**config.mk**
```make
export PLATFORM = sky130hd
export DESIGN_NAME = serial_add
export DESIGN_NICKNAME = d
export VERILOG_FILES = /design/src/rtl/serial_arith_pkg.sv /design/src/rtl/serial_add_full_add.sv /design/src/rtl/serial_add.sv
export SDC_FILE = /design/constraint.sdc
export NUM_CORES = 1
export LEC_CHECK = 0
export BUFFER_PORTS_ARGS = -buffer_cell sky130_fd_sc_hd__buf_4
export CORE_MARGIN = 8
export CORE_UTILIZATION = 25
export CTS_CLUSTER_DIAMETER = 60
export CTS_CLUSTER_SIZE = 12
export DETAILED_ROUTE_END_ITERATION = 10
export GPL_TIMING_DRIVEN = 1
export PLACE_DENSITY = 0.49
export SLEW_MARGIN = 20
export SYNTH_ARGS = -nofsm -noshare
export SYNTH_HDL_FRONTEND = slang
export SYNTH_SLANG_ARGS = --single-unit
```
**constraint.sdc**
```tcl
create_clock -name clk -period 1.5 [get_ports clk]
set_input_delay 0.15 -clock clk [delete_from_list [all_inputs] [get_ports clk]]
set_output_delay 0.15 -clock clk [all_outputs]
set_load 0.005 [all_outputs]
```
**src/rtl/serial_arith_pkg.sv**
```systemverilog
// Shared definitions for the bit-serial arithmetic blocks (serial_add now, serial_sub later).
package serial_arith_pkg;

  localparam int DEFAULT_WIDTH = 8;

  typedef enum logic [1:0] {
    ST_IDLE = 2'd0,
    ST_RUN  = 2'd1,
    ST_DONE = 2'd2
  } state_t;

endpackage

```
**src/rtl/serial_add_full_add.sv**
```systemverilog
// One-bit full adder built from two half adders and an OR gate,
// mirroring the structure of the training full subtractor.
module half_add (
  input  logic i_a,
  input  logic i_b,
  output logic o_s,
  output logic o_c
);

  assign o_s = i_a ^ i_b;
  assign o_c = i_a & i_b;

endmodule

module full_add (
  input  logic A,
  input  logic B,
  input  logic Cin,
  output logic S,
  output logic Cout
);

  logic w_s1;
  logic w_c1;
  logic w_c2;

  half_add u_ha0 (.i_a(A),    .i_b(B),   .o_s(w_s1), .o_c(w_c1));
  half_add u_ha1 (.i_a(w_s1), .i_b(Cin), .o_s(S),    .o_c(w_c2));

  assign Cout = w_c1 | w_c2;

endmodule

```
**src/rtl/serial_add.sv**
```systemverilog
// Bit-serial WIDTH-bit adder: one full-adder cell and a carry flop, LSB first,
// wrapped in a start/busy/done handshake with results held until the next add.
module serial_add
  import serial_arith_pkg::*;
#(
  parameter int WIDTH = DEFAULT_WIDTH
) (
  input  logic             clk,
  input  logic             rst_n,
  input  logic             start,
  input  logic [WIDTH-1:0] a,
  input  logic [WIDTH-1:0] b,
  input  logic             cin,
  output logic             busy,
  output logic             done,
  output logic [WIDTH-1:0] sum,
  output logic             cout,
  output logic             ovf
);

  localparam int CW = $clog2(WIDTH);
  localparam logic [CW-1:0] LAST   = CW'(WIDTH - 1);
  localparam logic [CW-1:0] PENULT = CW'(WIDTH - 2);

  state_t           r_state;
  logic [WIDTH-1:0] r_shA;
  logic [WIDTH-1:0] r_shB;
  logic [WIDTH-1:0] r_shS;
  logic [WIDTH-1:0] r_sum;
  logic [CW-1:0]    r_cnt;
  logic             r_carry;
  logic             r_cMsb;
  logic             r_cout;
  logic             r_ovf;
  logic             r_busy;
  logic             r_done;
  logic             w_s;
  logic             w_c;

  full_add u_fa (
    .A   (r_shA[0]),
    .B   (r_shB[0]),
    .Cin (r_carry),
    .S   (w_s),
    .Cout(w_c)
  );

  always_ff @(posedge clk) begin
    if (!rst_n) begin
      r_state <= ST_IDLE;
      r_shA   <= '0;
      r_shB   <= '0;
      r_shS   <= '0;
      r_sum   <= '0;
      r_cnt   <= '0;
      r_carry <= 1'b0;
      r_cMsb  <= 1'b0;
      r_cout  <= 1'b0;
      r_ovf   <= 1'b0;
      r_busy  <= 1'b0;
      r_done  <= 1'b0;
    end else begin
      r_done <= 1'b0;
      case (r_state)
        // DONE accepts a new start directly so back-to-back adds lose no cycle.
        ST_IDLE, ST_DONE: begin
          if (start) begin
            r_shA   <= a;
            r_shB   <= b;
            r_shS   <= '0;
            r_carry <= cin;
            r_cnt   <= '0;
            r_busy  <= 1'b1;
            r_state <= ST_RUN;
          end else begin
            r_state <= ST_IDLE;
          end
        end
        ST_RUN: begin
          r_shS   <= {w_s, r_shS[WIDTH-1:1]};
          r_shA   <= r_shA >> 1;
          r_shB   <= r_shB >> 1;
          r_carry <= w_c;
          if (r_cnt == PENULT) begin
            r_cMsb <= w_c;
          end
          if (r_cnt == LAST) begin
            r_sum   <= {w_s, r_shS[WIDTH-1:1]};
            r_cout  <= w_c;
            r_ovf   <= w_c ^ r_cMsb;
            r_busy  <= 1'b0;
            r_done  <= 1'b1;
            r_state <= ST_DONE;
          end else begin
            r_cnt <= r_cnt + CW'(1);
          end
        end
        default: begin
          r_busy  <= 1'b0;
          r_state <= ST_IDLE;
        end
      endcase
    end
  end

  assign busy = r_busy;
  assign done = r_done;
  assign sum  = r_sum;
  assign cout = r_cout;
  assign ovf  = r_ovf;

endmodule

```
# After elaboration in Yosys (flattened, before gate mapping)
# Index checks and enable logic that the tools add are counted.
# word_totals
in_bits	20
elab_cells	53
output_inout_bits	12
regBits	43
# op_classes
n_bitwise	6
n_eq_ne	7
add_sub_neg	1
reduce_logical	9
mux	18
# op_table
op	n
$pmux 8 s2	3
$mux 8	3
$reduce_and 2->1	5
$eq 3x3->1 const B	2
$mux 3	2
$ne 2x2->1 const B	3
$pmux 3 s2	1
$mux 1	5
$pmux 1 s2	2
$pmux 2 s2	1
$add 3x1->3 const B	1
$reduce_and 3->1	1
$xor 1x1->1	3
$and 1x1->1	2
$eq 2x1->1 const B	1
$eq 2x2->1 const B	1
$logic_not 2->1	1
$mux 2	1
$reduce_bool 2->1	1
$reduce_or 2->1	1
$or 1x1->1	1

# Depth between registers and ports, before layout
# Gate-level depths: netlist of the first run.
# depth
depth_word	4
depth_mapped	6
ltp_nobuf	5

# Hierarchy
# Synthesis of the first run repeated with hierarchy kept, for this count alone.
# unflattened
cells_unflattened	207
area_unflattened_um2	1751.7
# modules_own_cells
module	n_inst	seq_area_each_um2	area_each_um2	cells_per_inst
serial_add	1	840.8	1720.4	204
half_add	2	0.0	12.5	1
full_add	1	0.0	6.3	1

# Worst setup path after synthesis of the first run
# No wires, ideal clock.
# synth_path
path_kind	reg-to-reg
start	reg r_cnt[0]
end	reg r_ovf, in the netlist ovf
arrival_time_ns	1.282
path_buffers	1
setup_slack_ns	0.138
setup_ns	0.080
required_ns	1.420
period_less_slack_ns	1.362
path_stages_with_launch	7
cell_sequence	dfxtp_1 -> ha_1 -> ha_1 -> buf_2 -> nand3b_1 -> nor2_1 -> nor3b_1
# synth_between
elab_chain_len	2
# synth_rtl
element	line_no	text
from (decl)	serial_add.sv:30	logic [CW-1:0] r_cnt;
from (signal assigned)	serial_add.sv:95	r_cnt <= r_cnt + CW'(1);
$eq 3x3->1	serial_add.sv:87	if (r_cnt == LAST) begin
$reduce_and 2->1 (no line)	n/a	
to (signal assigned)	serial_add.sv:90	r_ovf <= w_c ^ r_cMsb;
to (decl)	serial_add.sv:34	logic r_ovf;
# No other way between the ends.
# A chain may end at the register's enable or synchronous reset.

# Worst setup path after layout of the first run
# layout_path
start	reg r_cnt[0]
end	reg r_cnt[1]
# layout_between
elab_chain_len	3
elab_cells_between_ends	6
cone_classes	add/sub (1); eq/ne (2); mux (2); reduce/logical (1)
# layout_rtl
element	line_no
$add 3x1->3 or $eq 3x3->1 (tied branches)	serial_add.sv:95, serial_add.sv:87
$mux 3 or $ne 2x2->1 (tied branches)	n/a
$pmux 3 s2 or $reduce_and 3->1 (tied branches)	n/a
# Parallel ways exist; a longest one is shown, timed or not. The select of a mux whose other input is x is not followed.

==> impl_results.md, run 1 <==
- Outcome: completed
- H-tree Lvls: 2
- Final Skew: 0.00618 ns
- Synth area leaders: dfxtp_1, nand2_1, a21boi_0, a31oi_1, nand3_1
- DRT Wirelength: 4.01 mm
- Routed Antenna Nets: 0
- Crit-path max FO: 10
- Rel. slew slack: 0.764
- Setup crit end kind: flop
- PwrDens: 1120 nW/um^2
- Synthesis warning total: 0
- Die area: 10100 um^2
- Final setup viols: 0
- Total global routing overflow: 0
- Placer Congestion: 0.710
- Most numerous cell in the Yosys netlist: nand2_1
- Crit path DAT: 1.57 ns
- RSZ-0062 raised after global routing: false
- Yosys cell types: 28
- Final HPWL DP: 2.66 mm
- CTS max path bufs: 2
- Critical R2R Launch: r_cnt[0]
- Slew @ Worst Pin: 0.354 ns
- Setup Buffers After CTS: 0
- # DRC: 0
- Final Hold Violating Endpoints: 0
- GRT Resource Usage Total: 0.0788
- Synth area leader: dfxtp_1
- CP endpoint: r_cnt[1]
- Reg2reg path depth: 4
- Hold crit path type: in2reg
- 1st-iter DRT viols: 53
- Syn nets: 235
- Final min period: 1.35 ns
- Routed WL per cell: 11.9 um
- F_max: 742 MHz
- Critical path required time: 1.73 ns
- Sequential area share after synthesis: 0.473
- Vias in the first global route: 1480
- Mapped Cells: 210
- #FFs+latches synth: 42
- Layout area overhead: 27.3%
- Starting Density: 0.260
- CTS root buf: clkbuf_8
- TritonCTS Buffers: 5
- CTS tree: yes
- Total number of vias: 1488
- Max_cap viols: 0
- Final Cycle Share: 0.899
- First-pass GRT wire length: 6.56 mm
- Critical R2R Capture: r_cnt[1]
- Worst hold margin: 0.123 ns
- Ant diodes: 0
- Pin count of the biggest net entering global routing: 43
- Drt pass-1 iters: 4
- Core Util, Final: 0.332
- Layout cells sized above 1: 0.204
- Leak pwr: 0.000862 uW
- Ys flop type: dfxtp_1
- Number of flops mapped to enable cells by yosys: 0
- Io pins: 32
- Worst-Skew Late Latency: 0.29 ns
- Chip Width: 100 um
- Setup ws final: 0.152 ns
- Nets: 264
- R2r setup slk: 0.15 ns
- CP startpoint kind: flop
- Worst-path clk slew: 0.08 ns
- Synth top cells by count: nand2_1, dfxtp_1, a21boi_0
- Chip height: 100 um
- Via/cell ratio: 4.43
- Core Rows: 30
- I/O Buffers: 31
- Core Region: 6830 um^2
- Power Total: 2530 uW
- Share of the synthesized area in the top cell type: 0.473
- Antenna violations before repair: 0
- Max VDD drop: 0.445 mV
- Post-Place Worst Slack: 0.0251 ns
- Crit Path Class: reg2reg
- Max-slew violation count: 0
- Sink Count: 42
- Setup tns final: 0 ns
- Cell area after synthesis: 1780 um^2
- Syn Area/Cell: 8.47 um^2
- Crit. Startpoint: r_cnt[0]
- Async S/R FF share, synth: 0
[sequential cells by signal, summed over array words and instances (netlist names)]
signal   cells
cout         1
r_cMsb       1
ovf          1
r_shB        8
r_shA        8
sum          8
busy         1
r_cnt        3
r_shS        7
done         1
r_carry      1
r_state      2
[per-stage QoR]
step | cell area (um^2) | std cells
final | 2260 | 336
after floorplan | 1780 | 210
after global placement | 2110 | 328
after detailed placement | 2110 | 328
after CTS | 2250 | 336
after global routing | 2260 | 336
[what timing repair did]
action,4_1_cts,5_1_grt
gates resized for setup,0,2
setup endpoints to repair,0,12
hold buffers,0,0
[where the power goes]
group | internal [uW] | switching [uW]
sequential | 1170 | 30.8
clock | 667 | 400
combinational | 121 | 142
total | 1960 | 573
[placed cells by master, fill, tap and decap left out, drive strengths merged, types with 2 or more instances in the layout]
cell type	count
nand3b	2
ha	4
nor2	2
o21ai	17
and2	2
and3	2
inv	2
or3	2
nand2	49
a31oi	15
dfxtp	42
a21boi	22
nand3	18
nand2b	2
bufinv	2
o211ai	3
clkbuf	5
buf	40
[how the worst min path moves through the flow]
stage          startpoint       end  slack [ns]  cells past startpoint
2_1_floorplan        a[7]  r_shA[7]        0.29                      2
3_3_place_gp         b[7]  r_shB[7]        0.42                      3
3_5_place_dp         a[2]  r_shA[2]        0.43                      3
4_1_cts              a[2]  r_shA[2]        0.11                      3
5_1_grt              a[3]  r_shA[3]        0.12                      3
6_report             a[3]  r_shA[3]        0.12                      3
[kinds of logic after synthesis]
family | synth area share
and+or+nand+nor | 0.210
DFF | 0.473
AOI/OAI and AO/OA | 0.214
xor gates and xnor gates | 0.00492
buffers and inverters | 0.0591
adders and majority gates | 0.0394
[metal layers]
layer | up-vias | global-route usage | share of wire
met5 | - | 0 | 0
met4 | 0 | 0.0209 | 0.0025
met3 | 2 | 0.0360 | 0.074
met2 | 30 | 0.119 | 0.41
met1 | 678 | 0.0982 | 0.51
li1 | 778 | - | -
[critical path, cell delays in order, from the launching register on]
cell and delay, ns:
dfxtp_1 0.34, ha_1 0.25, ha_4 0.21, or3_1 0.37
a21boi_1 0.12
[cell type report]
cell class | count | area [um^2]
inverter | 2 | 7.51
sequential | 42 | 841
tap | 96 | 120
timing repair buffer | 40 | 313
clock inverter | 3 | 68.8
clock buffer | 5 | 68.8
multi-input combinational | 148 | 846
fill | 748 | 4570
Power figures use the tool's default switching activity.
==> run 2, diff against run 1 <==
--- a/config.mk
+++ b/config.mk
@@ -6,13 +6,13 @@
 export NUM_CORES = 1
 export LEC_CHECK = 0
 export BUFFER_PORTS_ARGS = -buffer_cell sky130_fd_sc_hd__buf_4
+export CAP_MARGIN = 10
 export CORE_MARGIN = 8
 export CORE_UTILIZATION = 25
 export CTS_CLUSTER_DIAMETER = 60
 export CTS_CLUSTER_SIZE = 12
 export DETAILED_ROUTE_END_ITERATION = 10
 export GPL_TIMING_DRIVEN = 1
-export PLACE_DENSITY = 0.49
 export SLEW_MARGIN = 20
 export SYNTH_ARGS = -nofsm -noshare
 export SYNTH_HDL_FRONTEND = slang
==> impl_results.md, run 2 (synthesized netlist as in run 1, its figures left out) <==
- RSZ-0062 raised after global routing: false (unchanged)
- CTS max path bufs: 2 (unchanged)
- Drt pass-1 iters: 4 (unchanged)
- Nets: 264 (unchanged)
- Max stage delay on crit path: 0.34 ns (was 0.37 ns)
- Placed Cells incl. Taps: 328 (unchanged)
- Worst-path clk slew: 0.08 ns (about the same)
- Pin count of the biggest net entering global routing: 43 (unchanged)
- CP startpoint kind: flop (unchanged)
- Chip height: 100 um (unchanged)
- F_max: 750 MHz (was 742 MHz)
- Internal Power: 1790 uW (was 1960 uW)
- Register share of total power: 0.516 (was 0.474)
- Sink Count: 42 (unchanged)
- Max VDD drop: 0.555 mV (was 0.445 mV)
- Placer Congestion: 0.727 (was 0.710)
- Via/cell ratio: 4.31 (was 4.43)
- Core Region: 6830 um^2 (unchanged)
- Power Total: 2320 uW (was 2530 uW)
- Worst-Skew Late Latency: 0.28 ns (was 0.29 ns)
- Layout cells sized above 1: 0.196 (was 0.204)
- Crit-path max FO: 11 (was 10)
- Largest delay share family, worst path: adder cells (unchanged)
- Max-slew violation count: 0 (unchanged)
- Max_cap viols: 0 (unchanged)
- Setup tns final: 0 ns (unchanged)
- Final HPWL DP: 2.58 mm (was 2.66 mm)
- Die area: 10100 um^2 (unchanged)
- # DRC: 0 (unchanged)
- PwrDens: 1030 nW/um^2 (was 1120 nW/um^2)
- Power share of the combinational group: 0.115 (was 0.104)
- Total global routing overflow: 0 (unchanged)
- Routed WL per cell: 11.2 um (was 11.9 um)
- Routed Antenna Nets: 0 (unchanged)
- Final min period: 1.33 ns (was 1.35 ns)
- Setup ws final: 0.166 ns (was 0.152 ns)
- Most frequent cells in the layout: nand2_1, dfxtp_1, buf_4 (unchanged)
- Slew @ Worst Pin: 0.370 ns (was 0.354 ns)
- Sw power: 530 uW (was 573 uW)
- Final Skew: 0.00414 ns (was 0.00618 ns)
- Fin cells: 336 (unchanged)
- H-tree Lvls: 2 (unchanged)
- Clock power frac: 0.369 (was 0.422)
- 1st-iter DRT viols: 60 (was 53)
- Multi-input gate area: 846 um^2 (unchanged)
- Starting Density: 0.260 (unchanged)
- Vias in the first global route: 1387 (was 1480)
- Critical path required time: 1.72 ns (was 1.73 ns)
- Fill cells: 752 (was 748)
- Final Cycle Share: 0.889 (was 0.899)
- CTS root buf: clkbuf_8 (unchanged)
- Hold crit path type: in2reg (unchanged)
- Crit Path Class: reg2reg (unchanged)
- Final setup viols: 0 (unchanged)
- First-pass GRT wire length: 6.40 mm (was 6.56 mm)
- Setup crit end kind: flop (unchanged)
- GRT Resource Usage Total: 0.0768 (was 0.0788)
- Setup Buffers After CTS: 0 (unchanged)
- Rel. slew slack: 0.754 (was 0.764)
- Sw Ratio: 0.228 (was 0.227)
- CTS tree: yes (unchanged)
- DRT Wirelength: 3.76 mm (was 4.01 mm)
- Post-Place Worst Slack: 0.0189 ns (was 0.0251 ns)
- Seq. cell area: 841 um^2 (unchanged)
- Crit path cell chain: ha_1, ha_4, or3_1, a21boi_1 (unchanged)
- Leak pwr: 0.000852 uW (was 0.000862 uW)
- Chip Width: 100 um (unchanged)
- Final Hold Violating Endpoints: 0 (unchanged)
- Crit path DAT: 1.55 ns (was 1.57 ns)
- Core Rows: 30 (unchanged)
- Total number of vias: 1448 (was 1488)
- Layout area overhead: 26.2% (was 27.3%)
- Buf/Inv on CP: 0 (unchanged)
- Io pins: 32 (unchanged)
- Crit-path slowest cell: dfxtp_1 (was or3_1)
- TritonCTS Buffers: 5 (unchanged)
- Outcome: completed (unchanged)
- Antenna violations before repair: 0 (unchanged)
- Ant diodes: 0 (unchanged)
- Leading cell type in the layout, fill and taps excluded: nand2_1 (unchanged)
- I/O Buffers: 31 (unchanged)
## run 2: metal layers
| layer | vias to the layer above | global-route usage | share of wire |
|---|---|---|---|
| met2 | 29 | 0.114 | 0.42 |
| met5 | - | 0 | 0 |
| met4 | 0 | 0.0209 | 0 |
| met1 | 640 | 0.102 | 0.53 |
| li1 | 779 | - | - |
| met3 | 0 | 0.0270 | 0.049 |
## run 2: worst reg2reg max path, delay by kind of cell (launching register included)
kind | cells | cell delay (ns)
DFF | 1 | 0.34
and+or+nand+nor | 1 | 0.35
adders and majority gates | 2 | 0.45
AOI/OAI and AO/OA | 1 | 0.14
## run 2: final cells by class
class / instances / share of cell area
inverters: 2 / 0.00334
multi-input cells: 148 / 0.377
clock inverters: 1 / 0.0134
flip-flops and latches: 42 / 0.374
repair buffers: 40 / 0.145
clock buffers: 7 / 0.0340
well taps: 96 / 0.0535
## run 2: per-stage QoR
stage                     hold slack (ns)   util  cell area (um^2)
after global placement              0.417  0.311              2130
after detailed placement            0.421  0.311              2130
final                               0.119  0.329              2250
after floorplan                     0.295      -              1780
after global routing                0.126  0.329              2250
after CTS                           0.106  0.327              2230
## run 2: power by group through the flow
stage	registers, uW	logic, uW	clock network, uW
after detailed placement	1230	269	0
final	1200	266	858
after global routing	1210	302	949
after CTS	1200	270	894
after floorplan	1220	175	0
after global placement	1220	267	0
## run 2: timing repair
action                     CTS  global route
hold buffers                 0             0
resized for setup            0             3
hold endpoints to repair     0             0
setup endpoints to repair    0            12
## run 2: path summary, 6_finish.rpt
check	to	depth (start not counted)	from	slack, ns
worst max register to register	r_cnt[0]	4	r_cnt[0]	0.17
worst max-delay path	r_cnt[0]	4	r_cnt[0]	0.17
worst min-delay path	r_shB[7]	3	b[7]	0.12
worst min register to register	sum[5]	2	sum[5]	0.46
==> run 3, diff against run 2 <==
--- a/config.mk
+++ b/config.mk
@@ -6,13 +6,14 @@
 export NUM_CORES = 1
 export LEC_CHECK = 0
 export BUFFER_PORTS_ARGS = -buffer_cell sky130_fd_sc_hd__buf_4
-export CAP_MARGIN = 10
+export CAP_MARGIN = 20
 export CORE_MARGIN = 8
-export CORE_UTILIZATION = 25
+export CORE_UTILIZATION = 43
 export CTS_CLUSTER_DIAMETER = 60
 export CTS_CLUSTER_SIZE = 12
 export DETAILED_ROUTE_END_ITERATION = 10
 export GPL_TIMING_DRIVEN = 1
+export PLACE_DENSITY_LB_ADDON = 0.05
 export SLEW_MARGIN = 20
 export SYNTH_ARGS = -nofsm -noshare
 export SYNTH_HDL_FRONTEND = slang
==> impl_results.md, run 3 (synthesized netlist as in run 1, its figures left out) <==
- Io pins: 32 (unchanged)
- Leak pwr: 0.000843 uW (was 0.000852 uW)
- Crit-path max FO: 10 (was 11)
- Worst-path clk slew: 0.08 ns (about the same)
- CTS root buf: clkbuf_8 (unchanged)
- Layout cells sized above 1: 0.204 (was 0.196)
- Crit Path Class: reg2reg (unchanged)
- I/O Buffers: 31 (unchanged)
- Outcome: completed (unchanged)
- F_max: 714 MHz (was 750 MHz)
- Drt pass-1 iters: 4 (unchanged)
- Via/cell ratio: 5.23 (was 4.31)
- Crit path cell chain: ha_1, ha_2, nand3b_1, buf_4, nor2_1, nor3b_1 (was ha_1, ha_4, or3_1, a21boi_1)
- Fill cells: 391 (was 752)
- Pin count of the biggest net entering global routing: 43 (unchanged)
- Total number of vias: 1518 (was 1448)
- Reg2reg path depth: 6 (was 4)
- Total global routing overflow: 0 (unchanged)
- Placed Cells incl. Taps: 281 (was 328)
- TritonCTS Buffers: 5 (unchanged)
- Rel. slew slack: 0.785 (was 0.754)
- Final Hold Violating Endpoints: 0 (unchanged)
- Max-slew violation count: 0 (unchanged)
- Routed WL per cell: 13.0 um (was 11.2 um)
- GRT Resource Usage Total: 0.123 (was 0.0768)
- Chip height: 80.3 um (was 100 um)
- CP startpoint kind: flop (unchanged)
- Die area: 6450 um^2 (was 10100 um^2)
- Placer Congestion: 0.713 (was 0.727)
- Vias in the first global route: 1457 (was 1387)
- Final Cycle Share: 0.934 (was 0.889)
- Final min period: 1.40 ns (was 1.33 ns)
- Worst hold margin: 0.111 ns (was 0.119 ns)
- Post-Place Worst Slack: -0.111 ns (was 0.0189 ns)
- First-pass GRT wire length: 6.41 mm (was 6.40 mm)
- Ant diodes: 0 (unchanged)
- H-tree Lvls: 2 (unchanged)
- Critical path required time: 1.69 ns (was 1.72 ns)
- Crit-path slowest cell: dfxtp_1 (unchanged)
- RSZ-0062 raised after global routing: false (unchanged)
- DRT Wirelength: 3.77 mm (was 3.76 mm)
- Fin cells: 290 (was 336)
- Most frequent cells in the layout: nand2_1, dfxtp_1, buf_4 (unchanged)
- PwrDens: 1020 nW/um^2 (was 1030 nW/um^2)
- Max VDD drop: 0.665 mV (was 0.555 mV)
- Slew @ Worst Pin: 0.322 ns (was 0.370 ns)
- Worst-Skew Late Latency: 0.29 ns (was 0.28 ns)
- Antenna violations before repair: 0 (unchanged)
- 1st-iter DRT viols: 67 (was 60)
- Crit path DAT: 1.59 ns (was 1.55 ns)
- Core Region: 4000 um^2 (was 6830 um^2)
- Setup crit end kind: flop (unchanged)
- Largest delay share family, worst path: adder cells (unchanged)
- Hold crit path type: in2reg (unchanged)
- Setup ws final: 0.0986 ns (was 0.166 ns)
- Buf/Inv on CP: 1 (was 0)
- Final Skew: 0.00967 ns (was 0.00414 ns)
- Seq. cell area: 841 um^2 (unchanged)
- Final setup viols: 0 (unchanged)
- Worst hold stages: 3 (unchanged)
- Starting Density: 0.445 (was 0.260)
- # DRC: 0 (unchanged)
- Nets: 264 (unchanged)
- Routed Antenna Nets: 0 (unchanged)
- Chip Width: 80.3 um (was 100 um)
- Max_cap viols: 0 (unchanged)
- Leading cell type in the layout, fill and taps excluded: nand2_1 (unchanged)
- CTS max path bufs: 2 (unchanged)
- Cts hold-fix bufs: 0 (unchanged)
- Worst path depth: 6 (was 4)
- Sink Count: 42 (unchanged)
- Multi-input gate area: 838 um^2 (was 846 um^2)
- Layout area overhead: 21.0% (was 26.2%)
- CTS tree: yes (unchanged)
- Final HPWL DP: 2.70 mm (was 2.58 mm)
- Core Rows: 23 (was 30)
- Max stage delay on crit path: 0.37 ns (was 0.34 ns)
## run 3: cell type report
| cell class | count | share of cell area |
|---|---|---|
| clock inverters | 1 | 0.00232 |
| clock buffers | 7 | 0.0401 |
| repair buffers | 40 | 0.145 |
| flip-flops and latches | 42 | 0.390 |
| multi-input cells | 148 | 0.389 |
| inverters | 2 | 0.00349 |
| well taps | 50 | 0.0291 |
## run 3: worst min-delay path, delay by kind of cell
family                 cells  cell delay, ns
buffers and inverters      1            0.11
AOI/OAI and AO/OA          1            0.06
and+or+nand+nor            1            0.04
## run 3: repair_timing
item                                    CTS  global route
endpoints found under the setup margin   10            14
resized for setup                         0             4
pin swaps                                 1             0
setup buffers                             1             0
## run 3: stage by stage
stage,util,setup TNS (ns),total power [uW],cell area [um^2]
3_3_place_gp,0.512,0,1480,2050
6_report,0.538,0,2200,2150
5_1_grt,0.538,0,2310,2150
3_5_place_dp,0.512,-0.963,1490,2050
2_1_floorplan,-,0,1390,1780
4_1_cts,0.537,0,2220,2150
## run 3: report_power, final
| group | total [uW] | switching [uW] | internal, uW |
|---|---|---|---|
| registers | 1200 | 32.3 | 1170 |
| logic | 260 | 138 | 121 |
| clock network | 741 | 370 | 371 |
| total | 2200 | 541 | 1660 |
## run 3: worst paths after layout
| check | from | end | slack (ns) |
|---|---|---|---|
| min reg2reg | sum[2] | sum[2] | 0.46 |
| min | a[7] | r_shA[7] | 0.11 |
| max reg2reg | r_cnt[0] | ovf | 0.1 |
| max | r_cnt[0] | ovf | 0.1 |
## run 3: layer usage
metal,global-route usage,vias to the layer above,wire length [um]
li1,-,781,-
met1,0.150,688,1840
met2,0.193,43,1650
met3,0.0446,6,235
met4,0.0436,0,51
met5,0,-,0
